==> config.mk <==
export PLATFORM = sky130hd
export DESIGN_NAME = serial_add_ctrl
export DESIGN_NICKNAME = d
export VERILOG_FILES = /design/src/rtl/serial_add_pkg.sv /design/src/rtl/full_adder.sv /design/src/rtl/serial_add_ctrl.sv
export SDC_FILE = /design/constraint.sdc
export NUM_CORES = 1
export LEC_CHECK = 0
export ABC_CLOCK_PERIOD_IN_PS = 1400
export CAP_MARGIN = 10
export CORE_MARGIN = 2
export CORE_UTILIZATION = 47
export CTS_BUF_LIST = sky130_fd_sc_hd__clkbuf_8
export DETAILED_ROUTE_END_ITERATION = 7
export PLACE_DENSITY = 0.77
export SYNTH_ARGS = -nofsm -noshare
export SYNTH_HDL_FRONTEND = slang
export SYNTH_SLANG_ARGS = --single-unit
==> constraint.sdc <==
create_clock -name clk -period 1.4 [get_ports clk]
set_input_delay 0.28 -clock clk [delete_from_list [all_inputs] [get_ports clk]]
set_output_delay 0.28 -clock clk [all_outputs]
set_load 0.1 [all_outputs]
==> src/rtl/serial_add_pkg.sv <==
// serial_add_pkg: shared types and constants for the bit-serial adder.
//   state_t       : controller state encoding (IDLE, RUN, DONE)
//   DEFAULT_WIDTH : default operand/result width in bits
package serial_add_pkg;

  localparam int unsigned DEFAULT_WIDTH = 8;

  typedef logic [1:0] state_t;

  localparam state_t ST_IDLE = 2'd0;
  localparam state_t ST_RUN  = 2'd1;
  localparam state_t ST_DONE = 2'd2;

endpackage

==> src/rtl/full_adder.sv <==
// full_adder: combinational 1-bit full adder.
//   a, b, cin : input bits
//   sum, cout : sum bit and carry-out
module full_adder (
  input  logic a,
  input  logic b,
  input  logic cin,
  output logic sum,
  output logic cout
);

  assign sum  = a ^ b ^ cin;
  assign cout = (a & b) | (cin & (a ^ b));

endmodule

==> src/rtl/serial_add_ctrl.sv <==
// serial_add_ctrl: computes {cout,sum} = a + b + cin one bit per clock
// through a single full adder, LSB first.
//   clk, rst   : clock, synchronous active-high reset
//   start      : request, accepted only in IDLE
//   a, b, cin  : operands and carry-in, latched on the accepted start edge
//   busy       : high in RUN and DONE
//   done       : one-cycle pulse, result valid
//   sum, cout  : result, held until the next accepted start
//   ovf        : signed overflow (only when SERIAL_ADD_OVF_EN is defined)
module serial_add_ctrl
  import serial_add_pkg::*;
#(
  parameter int unsigned WIDTH = DEFAULT_WIDTH
) (
  input  logic             clk,
  input  logic             rst,
  input  logic             start,
  input  logic [WIDTH-1:0] a,
  input  logic [WIDTH-1:0] b,
  input  logic             cin,
  output logic             busy,
  output logic             done,
  output logic [WIDTH-1:0] sum,
  output logic             cout
`ifdef SERIAL_ADD_OVF_EN
  ,
  output logic             ovf
`endif
);

  localparam int unsigned       IDX_W    = $clog2(WIDTH);
  localparam logic [IDX_W-1:0]  LAST_IDX = IDX_W'(WIDTH - 1);

  state_t           r_state;
  state_t           w_state_nxt;
  logic [WIDTH-1:0] r_a;
  logic [WIDTH-1:0] r_b;
  logic [WIDTH-1:0] r_sum;
  logic [IDX_W-1:0] r_index;
  logic             r_carry;
  logic             r_cout;
  logic             r_busy;
  logic             r_done;
  logic             w_fa_sum;
  logic             w_fa_cout;
  logic             w_last;

  // Operands shift right so the current bit is always at position 0
  full_adder u_fa (
    .a    (r_a[0]),
    .b    (r_b[0]),
    .cin  (r_carry),
    .sum  (w_fa_sum),
    .cout (w_fa_cout)
  );

  assign w_last = (r_index == LAST_IDX);

  // Next-state logic
  always_comb begin
    w_state_nxt = r_state;
    case (r_state)
      ST_IDLE: if (start)  w_state_nxt = ST_RUN;
      ST_RUN:  if (w_last) w_state_nxt = ST_DONE;
      ST_DONE:             w_state_nxt = ST_IDLE;
      default:             w_state_nxt = ST_IDLE;
    endcase
  end

  // State register; busy/done registered from the next state
  always_ff @(posedge clk) begin
    if (rst) begin
      r_state <= ST_IDLE;
      r_busy  <= 1'b0;
      r_done  <= 1'b0;
    end else begin
      r_state <= w_state_nxt;
      r_busy  <= (w_state_nxt != ST_IDLE);
      r_done  <= (w_state_nxt == ST_DONE);
    end
  end

  // Datapath: operand latch, bit-serial accumulation, final carry
  always_ff @(posedge clk) begin
    if (rst) begin
      r_a     <= '0;
      r_b     <= '0;
      r_sum   <= '0;
      r_index <= '0;
      r_carry <= 1'b0;
      r_cout  <= 1'b0;
    end else begin
      case (r_state)
        ST_IDLE: begin
          if (start) begin
            r_a     <= a;
            r_b     <= b;
            r_carry <= cin;
            r_index <= '0;
            r_sum   <= '0;
          end
        end
        ST_RUN: begin
          r_sum[r_index] <= w_fa_sum;
          r_carry        <= w_fa_cout;
          r_a            <= r_a >> 1;
          r_b            <= r_b >> 1;
          // Index holds at the last bit so it never wraps
          if (w_last) begin
            r_cout <= w_fa_cout;
          end else begin
            r_index <= r_index + IDX_W'(1);
          end
        end
        default: ;
      endcase
    end
  end

`ifdef SERIAL_ADD_OVF_EN
  logic r_ovf;

  // On the last bit r_carry is the carry into the MSB
  always_ff @(posedge clk) begin
    if (rst) begin
      r_ovf <= 1'b0;
    end else if ((r_state == ST_RUN) && w_last) begin
      r_ovf <= r_carry ^ w_fa_cout;
    end
  end

  assign ovf = r_ovf;
`endif

  assign busy = r_busy;
  assign done = r_done;
  assign sum  = r_sum;
  assign cout = r_cout;

endmodule

# Word level (Yosys, flattened, before mapping)
# Index checks and enable logic that the tools add are counted.
[classes]
addsub = 1
mul = 0
n_div = 0
magnitude_cmp = 2
eq_ne = 5
shifts = 0
n_mux = 17
n_bitwise = 5
reduce_logical = 7
[ops]
columns = ["operator", "count"]
rows = [
  ["$pmux W8 S2", 3],
  ["$mux W8", 3],
  ["$bwmux W8", 1],
  ["$mux W3", 2],
  ["$pmux W3 S2", 1],
  ["$lt A3 B4 Y1 const B", 1],
  ["$mux W2", 2],
  ["$ne A2 B2 Y1 const B", 2],
  ["$pmux W2 S2", 1],
  ["$reduce_and A2 Y1", 2],
  ["$reduce_bool A2 Y1", 2],
  ["$add A3 B1 Y3 const B", 1],
  ["$demux W1 S3", 1],
  ["$eq A3 B3 Y1 const B", 1],
  ["$ge A3 B1 Y1 const B", 1],
  ["$reduce_and A3 Y1", 1],
  ["$and A1 B1 Y1", 2],
  ["$eq A2 B1 Y1 const B", 1],
  ["$eq A2 B2 Y1 const B", 1],
  ["$logic_not A2 Y1", 1],
  ["$mux W1", 2],
  ["$pmux W1 S2", 1],
  ["$xor A1 B1 Y1", 2],
  ["$logic_and A1 B1 Y1", 1],
  ["$or A1 B1 Y1", 1],
]
[totals]
regBits = 33
latch_bits = 0
ram_bits = 0
rom_bits = 0
inputBits = 20
output_inout_bits = 11
wordCells = 46
n_memories = 0

# Logic depth before layout (Yosys ltp)
# Gate-level depths: netlist (run 1).
[logic_depth]
depth_word = 6
mapped_depth = 5
depth_no_buf = 5

# Cells and area by module
# A second synthesis (run 1) with hierarchy kept.
[unflattened]
hier_cells = 157
area_unflattened_um2 = 1545.2
[modules_own_cells]
columns = ["mod", "n_inst", "cells_per_inst", "area_per_inst_um2", "seq_area_each_um2"]
rows = [
  ["serial_add_ctrl", 1, 156, 1525.2, 660.6],
  ["full_adder", 1, 1, 20.0, 0.0],
]

# Worst setup path before layout (run 1)
# No wires, ideal clock.
[synth_timing]
kind = "register to register"
start = "reg r_carry"
end = "reg r_sum[0] (netlist: sum[0])"
setup_ps = 65
t_arrival_ps = 1365
required_time_ps = 1335
path_slack_ps = -30
stages_incl_launch_ff = 5
path_buffers = 0
period_less_slack_ps = 1430
path_cell_list = "dfxtp_1 -> inv_1 -> fa_1 -> nor4_4 -> a32o_1"
[synth_via]
elab_chain_len = 3
[synth_lines]
columns = ["item", "line_no", "rtl"]
rows = [
  ["start, declared", "serial_add_ctrl.sv:40", "logic r_carry;"],
  ["start signal, assigned", "serial_add_ctrl.sv:98", "r_carry <= cin;"],
  ["start signal, assigned", "serial_add_ctrl.sv:105", "r_carry <= w_fa_cout;"],
  ["$xor A1 B1 Y1", "full_adder.sv:12", "assign sum = a ^ b ^ cin;"],
  ["$bwmux W8", "serial_add_ctrl.sv:104", "r_sum[r_index] <= w_fa_sum;"],
  ["$pmux W8 S2", "serial_add_ctrl.sv:93", "case (r_state)"],
  ["end signal, assigned by index", "serial_add_ctrl.sv:104", ""],
  ["end, declared", "serial_add_ctrl.sv:38", "logic [WIDTH-1:0] r_sum;"],
]
# Every way passes these cells.
# A chain may end at the register's enable or synchronous reset.

# Worst setup path in the final report (run 1)
[layout_timing]
start = "reg r_b[0]"
end = "reg r_sum[6] (netlist: sum[6])"
[layout_via]
elab_chain_len = 4
[layout_lines]
columns = ["item", "line_no", "rtl"]
rows = [
  ["start, declared", "serial_add_ctrl.sv:37", "logic [WIDTH-1:0] r_b;"],
  ["start signal, assigned", "serial_add_ctrl.sv:107", "r_b <= r_b >> 1;"],
  ["$xor A1 B1 Y1 (2 in a row)", "full_adder.sv:12", ""],
  ["$bwmux W8", "serial_add_ctrl.sv:104", ""],
  ["$pmux W8 S2", "serial_add_ctrl.sv:93", ""],
]
# Every way passes these cells.

==> impl_results.md, run 1 <==
- Status: finished, violations left
- Failing checks: setup timing
- Total of warnings raised by yosys: 0
- Pwr dens: a little over 1000 nW/um^2
- Antenna fix cells: 0
- Crit-path slowest cell: fa_2
- Final Hold Vio Count: 0
- Post-route DRC: 0
- Share of cells above drive strength 1: between 20 and 30%
- Most common cell in the netlist: dfxtp_1
- Cell Area, Synth: 1540 um^2
- Layout Skew: 1.09 ps
- WP data required: 1640 ps
- First-pass GRT wire length: 6260 um
- DRT Pass-1 Iters: 4
- DP Worst Slack: -306 ps
- Final setup viols: 6
- Setup CP Type: flop to flop
- Die span in x: 61.3 um
- Syn_nets: 192
- Final Power: 2.28 mW
- VDD IR max: 0.000917 V
- Post-synthesis sequential area ratio: 42.8%
- Clk slew on worst S/H paths: 70 ps
- Worst slew margin: 78.4%
- Fmax: 0.670 GHz
- Synth area leaders: dfxtp_1 43%, a211oi_1 5.8%, a21oi_1 5.2%
- Num CTS Buffers: 5
- Crit path buf inv count: 2
- Period utilization: 107%
- Number of instances in the placed design: 245
- Area Overhead vs Synth: 46.6%
- Crit path launch type: flop
- P_leak: around 0.88 nW
- DR WL/cell: 14.8 um
- Hold buffers post-CTS: 0
- Filler cells: 241
- Hpwl dp: 2590 um
- GP Congestion: just under 0.8
- Crit-path cells: inv_2, fa_2, buf_6, nor4_4, a32o_1
- Synth Instances: 169
- Starting Density: 50.1%
- Routed Antenna Nets: 0
- Total number of vias: 1408
- Clock Tree Buf Depth: 2
- Unrepaired setup endpoints after global routing: yes
- WP data arrival: 1730 ps
- FF/Latch Area: ~660 um^2
- Yosys cell types: 37
- Core area: 3080 um^2
- Ys async rst share: 0%
- DR iter-0 viols: 62
- Worst Tran Pin Value: 320 ps
- Nets: 234
- Clk sinks: 33
- Top FF cell, synth: dfxtp_1
- Chip height: 61.3 um
- Die Area: 3760 um^2
- Clk_lat worst skew: 290 ps
- GRT Residual Overflow: 0
- DRT Wirelength: 3800 um
- Yosys reg bits: 33
- Crit end category: flop
- Final Max Tran Viols: 0
- Layout Cells excl Fill: 256
- Footprint of the multi-input gates: 801 um^2
- Largest net degree at the start of global routing: 20
- Hold Crit Start: r_a[1]$_SDFFE_PP0P_
- Hold Path Class: flop to flop
- Number of flops mapped to enable cells by yosys: 0
- CP max stage delay: approximately 450 ps
- Critical path peak fanout: 4
- Min Clock Period, post-route: 1490 ps
- Launch point of the critical path: r_b[0]$_SDFFE_PP0P_
- Rows: 20
- Top-area cell type share of the netlist area: between 40% and 50%
- CTS Root Cell: clkbuf_8
- Worst path top cell family by delay: adder cells
- Syn avg cell area: 9.13 um^2
- GRT Total Usage: between 20% and 30%
- H-tree Lvls: 2
- Number of max-cap violations: 0
- Post-synth top cells: 33 x dfxtp_1, 18 x nand2_1, 16 x a21oi_1, 16 x nor2_1, 12 x a211oi_1
- Area leader, netlist: dfxtp_1
- Buffers on Ports: 30
- Vias in the first global route: between 1000 and 1500
- TritonCTS clock tree: built
- RR Startpoint: r_b[0]$_SDFFE_PP0P_
- Worst Slack Setup Final: -93.5 ps
- Initial antenna violation count: 0
- # IOs: 31
- Detailed-route vias per instance: 5.50
## power by group
part / internal (mW) / switching, mW / leakage, nW
clock: 0.444 / 0.365 / 0.0542
sequential: 0.992 / 0.0317 / 0.272
combinational: 0.220 / 0.223 / 0.555
## state kept, by name, summed over array words and instances (netlist names)
register,flops
r_a,8
r_b,8
sum,8
r_index,3
r_state,2
busy,1
cout,1
done,1
r_carry,1
## cells by family (layout without fill, tap and decap cells)
family	count (synthesis)	count (layout)	share of synthesized area, %
compound gates	55	55	26.4
simple gates	53	53	19.4
flops	33	33	42.8
buf+inv	24	67	7.78
fa+ha+maj	3	3	2.92
mux	1	1	0.730
## layer usage
metal / vias up / GRT usage, % / part of all wire (%)
li1: 699 / - / -
met1: 647 / 28.7 / 43
met2: 52 / 37.1 / 49
met3: 10 / 5.88 / 5.5
met4: 0 / 12.7 / 2.8
met5: - / 0 / 0
## worst reg2reg max path: cells and delay by family, from the launching register on
kind            cells  cell delay, ps
buf+inv             2             210
fa+ha+maj           1             450
simple gates        1             240
compound gates      1             220
flops               1             320
## placed cells by master (no fill, tap or decap), types with 2 or more instances in the layout
master            n
a22oi_1           2
nor4bb_1          2
o2bb2ai_2         2
and4b_1           3
a22o_1            3
clkdlybuf4s50_1  19
buf_12           14
a211oi_1         12
nand2_1          18
buf_4            17
nor3b_1           3
inv_1             5
inv_2             3
nor2_1           16
clkbuf_8          7
nand2b_1          2
dfxtp_2           3
a221oi_1          2
dfxtp_1          30
o31ai_1           7
a32o_1            4
a21oi_1          15
## path summary, 6_finish.rpt
check / to / slack, ps / cells after the start
worst min register to register: r_a[1]$_SDFFE_PP0P_ / 500 / 2
worst max-delay path: sum[6]$_SDFFE_PP0P_ / -90 / 5
worst min-delay path: r_a[1]$_SDFFE_PP0P_ / 500 / 2
worst max register to register: sum[6]$_SDFFE_PP0P_ / -90 / 5
## layout make-up
class	instances	share of cell area [%]
Clock buffer	7	4.26
Clock inverter	1	0.221
Inverter	8	1.33
Multi-Input combinational cell	112	35.4
Sequential cell	33	29.4
Tap cell	44	2.43
Timing Repair Buffer	51	27.0
## timing repair
| action | CTS | global route |
|---|---|---|
| buffers inserted | 3 | 0 |
| pin swaps | 6 | 3 |
| endpoints found under the setup margin | 9 | 21 |
| resized for setup | 8 | 8 |
| cloned | 0 | 0 |
## through the flow
step           hold slack [ps]  instance area [um^2]  utilization, %  setup TNS (ps)
2_1_floorplan              421                  1540               -               0
3_5_place_dp               491                  2090            67.9           -5560
3_3_place_gp               489                  2090            67.9           -3430
4_1_cts                    500                  2230            72.6            -571
5_1_grt                    515                  2260            73.5            -912
6_report                   501                  2260            73.5            -467
(Power assumes the default switching activity.)
==> inputs of run 2 (changes only) <==
--- a/config.mk
+++ b/config.mk
@@ -12,6 +12,7 @@
 export CTS_BUF_LIST = sky130_fd_sc_hd__clkbuf_8
 export DETAILED_ROUTE_END_ITERATION = 7
 export PLACE_DENSITY = 0.77
+export REMOVE_ABC_BUFFERS = 1
 export SYNTH_ARGS = -nofsm -noshare
 export SYNTH_HDL_FRONTEND = slang
 export SYNTH_SLANG_ARGS = --single-unit
==> run 2 against run 1 <==
Final area is 1.2% lower. Largest power group unchanged. Sequential power hardly changed. Register-to-register slack better by 50 ps. First-iteration DRC count is 21% lower. Combinational power is 3% lower. Cell count stayed put. Non-clock buffer count stayed put. Utilization is 0.89 points lower. Die area stayed put. Flip-flop and latch count stayed put. Via count hardly changed. Worst setup slack better by 54 ps. The run still ends with setup timing left. Highest routed layer unchanged.
==> impl_results.md, run 2 (same netlist as run 1, synthesis figures left out) <==
- Nets: 234
- Crit-path slowest cell: fa_2
- Initial antenna violation count: 0
- Clk sinks: 33
- Die span in x: 61.3 um
- Share of cells above drive strength 1: between 20% and 30%
- Pwr dens: 946 nW/um^2
- Period utilization: 103%
- Crit end category: flop
- Post-route DRC: 0
- H-tree Lvls: 2
- Antenna fix cells: 0
- Clk_lat worst skew: approximately 290 ps
- CTS Root Cell: clkbuf_8
- TritonCTS clock tree: built
- Layout Skew: approximately 5.1 ps
- GRT Residual Overflow: 0
- DR WL/cell: between 10 and 15 um
- GRT Total Usage: approximately 23%
- Worst Slack Setup Final: -39.2 ps
- Unrepaired setup endpoints after global routing: yes
- Clk slew on worst S/H paths: 60 ps
- Hold Path Class: flop to flop
- WP data arrival: between 1500 and 2000 ps
- VDD IR max: about 0.00063 V
- Final Power: between 2 and 2.5 mW
- Crit-path cells: inv_2, fa_2, nor2_2, nand3_2, o32ai_2
- Min Clock Period, post-route: around 1400 ps
- Crit path launch type: flop
- DRT Pass-1 Iters: 4
- Number of max-cap violations: 0
- Routed Antenna Nets: 0
- Setup CP Type: flop to flop
- WP data required: 1600 ps
- Rows: 20
- First-pass GRT wire length: 6110 um
- Vias in the first global route: 1359
- Fin util: between 70 and 80%
- Area Overhead vs Synth: 44.8%
- Worst slew margin: 79.8%
- Die Area: 3760 um^2
- Fmax: 0.695 GHz
- P_leak: around 0.88 nW
- Chip height: 61.3 um
- GP Congestion: 0.823
- Status: finished, violations left
- CP max stage delay: between 500 and 600 ps
- Final Max Tran Viols: 0
- Num CTS Buffers: 5
- # IOs: 31
- Final setup viols: 3
- Critical path peak fanout: 4
- Commonest non-fill, non-tap cell in the layout: dfxtp_1
- Failing checks: setup timing
- Total number of vias: 1409
- Clock Tree Buf Depth: 2
- DRT Wirelength: 3830 um
- Final Hold Vio Count: 0
- Highest-count cells in the layout ignoring fill and taps: 28 x dfxtp_1, 19 x clkdlybuf4s50_1, 18 x nand2_1, 18 x buf_4
- Hpwl dp: 2640 um
- DP Worst Slack: -201 ps
- Core area: a little over 3000 um^2
- Detailed-route vias per instance: about 5.5
- Hold buffers post-CTS: 0
- Worst Tran Pin Value: 299 ps
- DR iter-0 viols: 49
- Largest net degree at the start of global routing: 17
- Buffers on Ports: 30
- Starting Density: 50.1%
- Setup TNS: -81.0 ps
-- run 2: routing by layer --
layer	wire, um	track usage (%)	part of all wire, %
met5	0	0	0
met2	1960	37.2	51
met4	73	9.32	1.9
met3	147	7.56	3.8
met1	1650	27.4	43
-- run 2: layout make-up --
type | instances | area (um^2)
repair buffers | 51 | 582
well taps | 44 | 55.1
clock buffers | 5 | 68.8
multi-input cells | 112 | 820
inverters | 8 | 30.0
fillers | 238 | 845
flip-flops and latches | 33 | 667
clock inverters | 3 | 11.3
-- run 2: what timing repair did --
action	in CTS	in global routing
gates resized for setup	12	12
setup buffers	1	1
cloned	0	1
pin swaps	6	4
setup endpoints to repair	13	21
-- run 2: worst paths after layout --
path,start,endpoint,slack [ps],cells after the start
setup / recovery,r_carry$_SDFFE_PP0P_,sum[1]$_SDFFE_PP0P_,-40,5
hold / removal,r_a[0]$_SDFFE_PP0P_,r_a[0]$_SDFFE_PP0P_,480,2
setup reg to reg,r_carry$_SDFFE_PP0P_,sum[1]$_SDFFE_PP0P_,-40,5
hold reg to reg,r_a[0]$_SDFFE_PP0P_,r_a[0]$_SDFFE_PP0P_,480,2
-- run 2: critical path: cells and delay by family (launching register included) --
kind | cells | cell delay [ps]
buffers and inverters | 1 | 40
AOI/OAI and AO/OA | 1 | 210
adders and majority gates | 1 | 510
and+or+nand+nor | 2 | 270
DFF | 1 | 320
-- run 2: report_power, final --
part	switching, mW	internal [mW]	leakage (nW)
registers	0.0331	0.993	0.272
logic	0.221	0.207	0.556
clock network	0.328	0.330	0.0519
total	0.582	1.53	0.880
-- run 2: through the flow --
stage | cells | hold WS [ps] | cell area, um^2
4_1_cts | 254 | 490 | 2180
6_report | 256 | 482 | 2230
3_5_place_dp | 245 | 492 | 2070
5_1_grt | 256 | 501 | 2230
3_3_place_gp | 245 | 484 | 2070
2_1_floorplan | 153 | 348 | 1450
==> inputs of run 3 (changes only) <==
--- a/config.mk
+++ b/config.mk
@@ -11,6 +11,7 @@
 export CORE_UTILIZATION = 47
 export CTS_BUF_LIST = sky130_fd_sc_hd__clkbuf_8
 export DETAILED_ROUTE_END_ITERATION = 7
+export MAX_ROUTING_LAYER = met4
 export PLACE_DENSITY = 0.77
 export REMOVE_ABC_BUFFERS = 1
 export SYNTH_ARGS = -nofsm -noshare
==> run 3 against run 2 <==
Routed wire length decreased by 0.10%. The flow still finishes with violations (setup timing). Flip-flop and latch count unchanged. Via count grew 1.3%. Largest power group unchanged. Critical endpoint unchanged. Sequential share of layout area did not move. Highest routed layer unchanged.
==> impl_results.md, run 3 (same netlist as run 1, synthesis figures left out) <==
- Status: finished, violations left
- Failing checks: setup timing
- DR WL/cell: 15.0 um
- # IOs: 31
- Period utilization: 103%
- Hold Path Class: flop to flop
- Post-route DRC: 0
- TritonCTS clock tree: built
- First-pass GRT wire length: just over 6000 um
- DR iter-0 viols: 63
- Chip height: 61.3 um
- Min Clock Period, post-route: 1440 ps
- Clock Tree Buf Depth: 2
- Core area: 3080 um^2
- Hold buffers post-CTS: 0
- Layout Skew: 6.52 ps
- Setup TNS: -82.8 ps
- Unrepaired setup endpoints after global routing: yes
- WP data required: 1600 ps
- DRT Wirelength: 3830 um
- Share of cells above drive strength 1: around 29%
- Footprint of the multi-input gates: 820 um^2
- WP data arrival: between 1500 and 2000 ps
- GP Congestion: 0.836
- Total number of vias: around 1400
- Die span in x: 61.3 um
- Filler cells: 238
- H-tree Lvls: 2
- Final Max Tran Viols: 0
- Clk_lat worst skew: 290 ps
- GRT Total Usage: 23.5%
- Crit end category: flop
- Critical path peak fanout: 4
- Area Overhead vs Synth: 44.8%
- Buffers on Ports: 30
- GRT Residual Overflow: 0
- Vias in the first global route: 1363
- Starting Density: 50.1%
- Final setup viols: 3
- Initial antenna violation count: 0
- Worst slew margin: roughly four fifths
- Reg2reg path depth: 5
- Fmax: 0.694 GHz
- Rows: 20
- Commonest non-fill, non-tap cell in the layout: dfxtp_1
- CTS Root Cell: clkbuf_8
- FF/Latch Area: 667 um^2
- Setup CP Type: flop to flop
- Final Hold Vio Count: 0
- Hold Path Depth: 2
- VDD IR max: between 0.0006 and 0.0007 V
- Fin util: 72.6%
- Hold Slack: between 400 and 500 ps
- P_leak: between 0.8 and 0.9 nW
- Clk slew on worst S/H paths: 70 ps
- Crit-path cells: inv_2, fa_2, nor2_2, nand3_2, o32ai_2
- Hpwl dp: 2640 um
- Num CTS Buffers: 5
- Number of max-cap violations: 0
- Nets: 234
- CP max stage delay: 510 ps
- Antenna fix cells: 0
- Crit path launch type: flop
- Crit-path slowest cell: fa_2
- Highest-count cells in the layout ignoring fill and taps: 28 x dfxtp_1, 19 x clkdlybuf4s50_1, 18 x nand2_1, 18 x buf_4
- Clk sinks: 33
- Largest net degree at the start of global routing: 17
- Die Area: 3760 um^2
- DRT Pass-1 Iters: 4
- Worst Slack Setup Final: -40.5 ps
- Worst Tran Pin Value: just over 300 ps
- Routed Antenna Nets: 0
- Pwr dens: 948 nW/um^2
- Detailed-route vias per instance: 5.58
-- run 3: cell counts in the layout (fill, tap and decap cells not counted) --
No cell type changed its count.
-- run 3: timing repair --
| action | in CTS | in global routing |
|---|---|---|
| endpoints found under the hold margin | 0 | 0 |
| endpoints found under the setup margin | 13 | 21 |
| gates cloned | 0 | 1 |
| gates resized for setup | 12 | 12 |
| setup buffers | 1 | 1 |
| pin swaps | 6 | 4 |
-- run 3: area by class of cell --
| cell class | count | area share [%] |
|---|---|---|
| multi-input combinational | 112 | 36.7 |
| clock inverter | 3 | 0.504 |
| clock buffer | 5 | 3.08 |
| sequential | 33 | 29.9 |
| tap | 44 | 2.46 |
| inverter | 8 | 1.34 |
| timing repair buffer | 51 | 26.1 |
-- run 3: final timing paths --
| kind | start | endpoint | slack (ps) |
|---|---|---|---|
| min reg2reg | r_a[0]$_SDFFE_PP0P_ | r_a[0]$_SDFFE_PP0P_ | 480 |
| max reg2reg | r_carry$_SDFFE_PP0P_ | sum[1]$_SDFFE_PP0P_ | -40 |
| max | r_carry$_SDFFE_PP0P_ | sum[1]$_SDFFE_PP0P_ | -40 |
| min | r_a[0]$_SDFFE_PP0P_ | r_a[0]$_SDFFE_PP0P_ | 480 |
-- run 3: stage by stage --
step	power, mW	cells	area, um^2	setup WS (ps)
finish	2.12	256	2230	-40.5
global placement	1.42	245	2070	-134
global route	2.22	256	2230	-107
floorplan	1.24	153	1450	-345
CTS	2.10	254	2180	-67.2
detailed placement	1.44	245	2070	-201
-- run 3: critical path, delay by kind of cell, from the launching register on --
| kind | cells | cell delay, ps |
|---|---|---|
| compound gates | 1 | 200 |
| buf+inv | 1 | 40 |
| simple gates | 2 | 270 |
| fa+ha+maj | 1 | 510 |
| flops | 1 | 320 |
-- run 3: report_power, final --
part           internal [mW]  leakage (nW)  switching [mW]
logic                  0.207         0.556           0.221
clock network          0.330        0.0519           0.332
registers              0.993         0.272          0.0329
total                   1.53         0.880           0.587
-- run 3: layer usage --
metal  track usage (%)  share of wire, %  wire length (um)  vias to the layer above
li1                  -                 -                 -                      702
met1              27.4                43              1630                      679
met2              37.2                51              1940                       38
met3              7.56               4.8               185                        9
met4              9.32               1.9                72                        0
met5                 -                 0                 0                        -
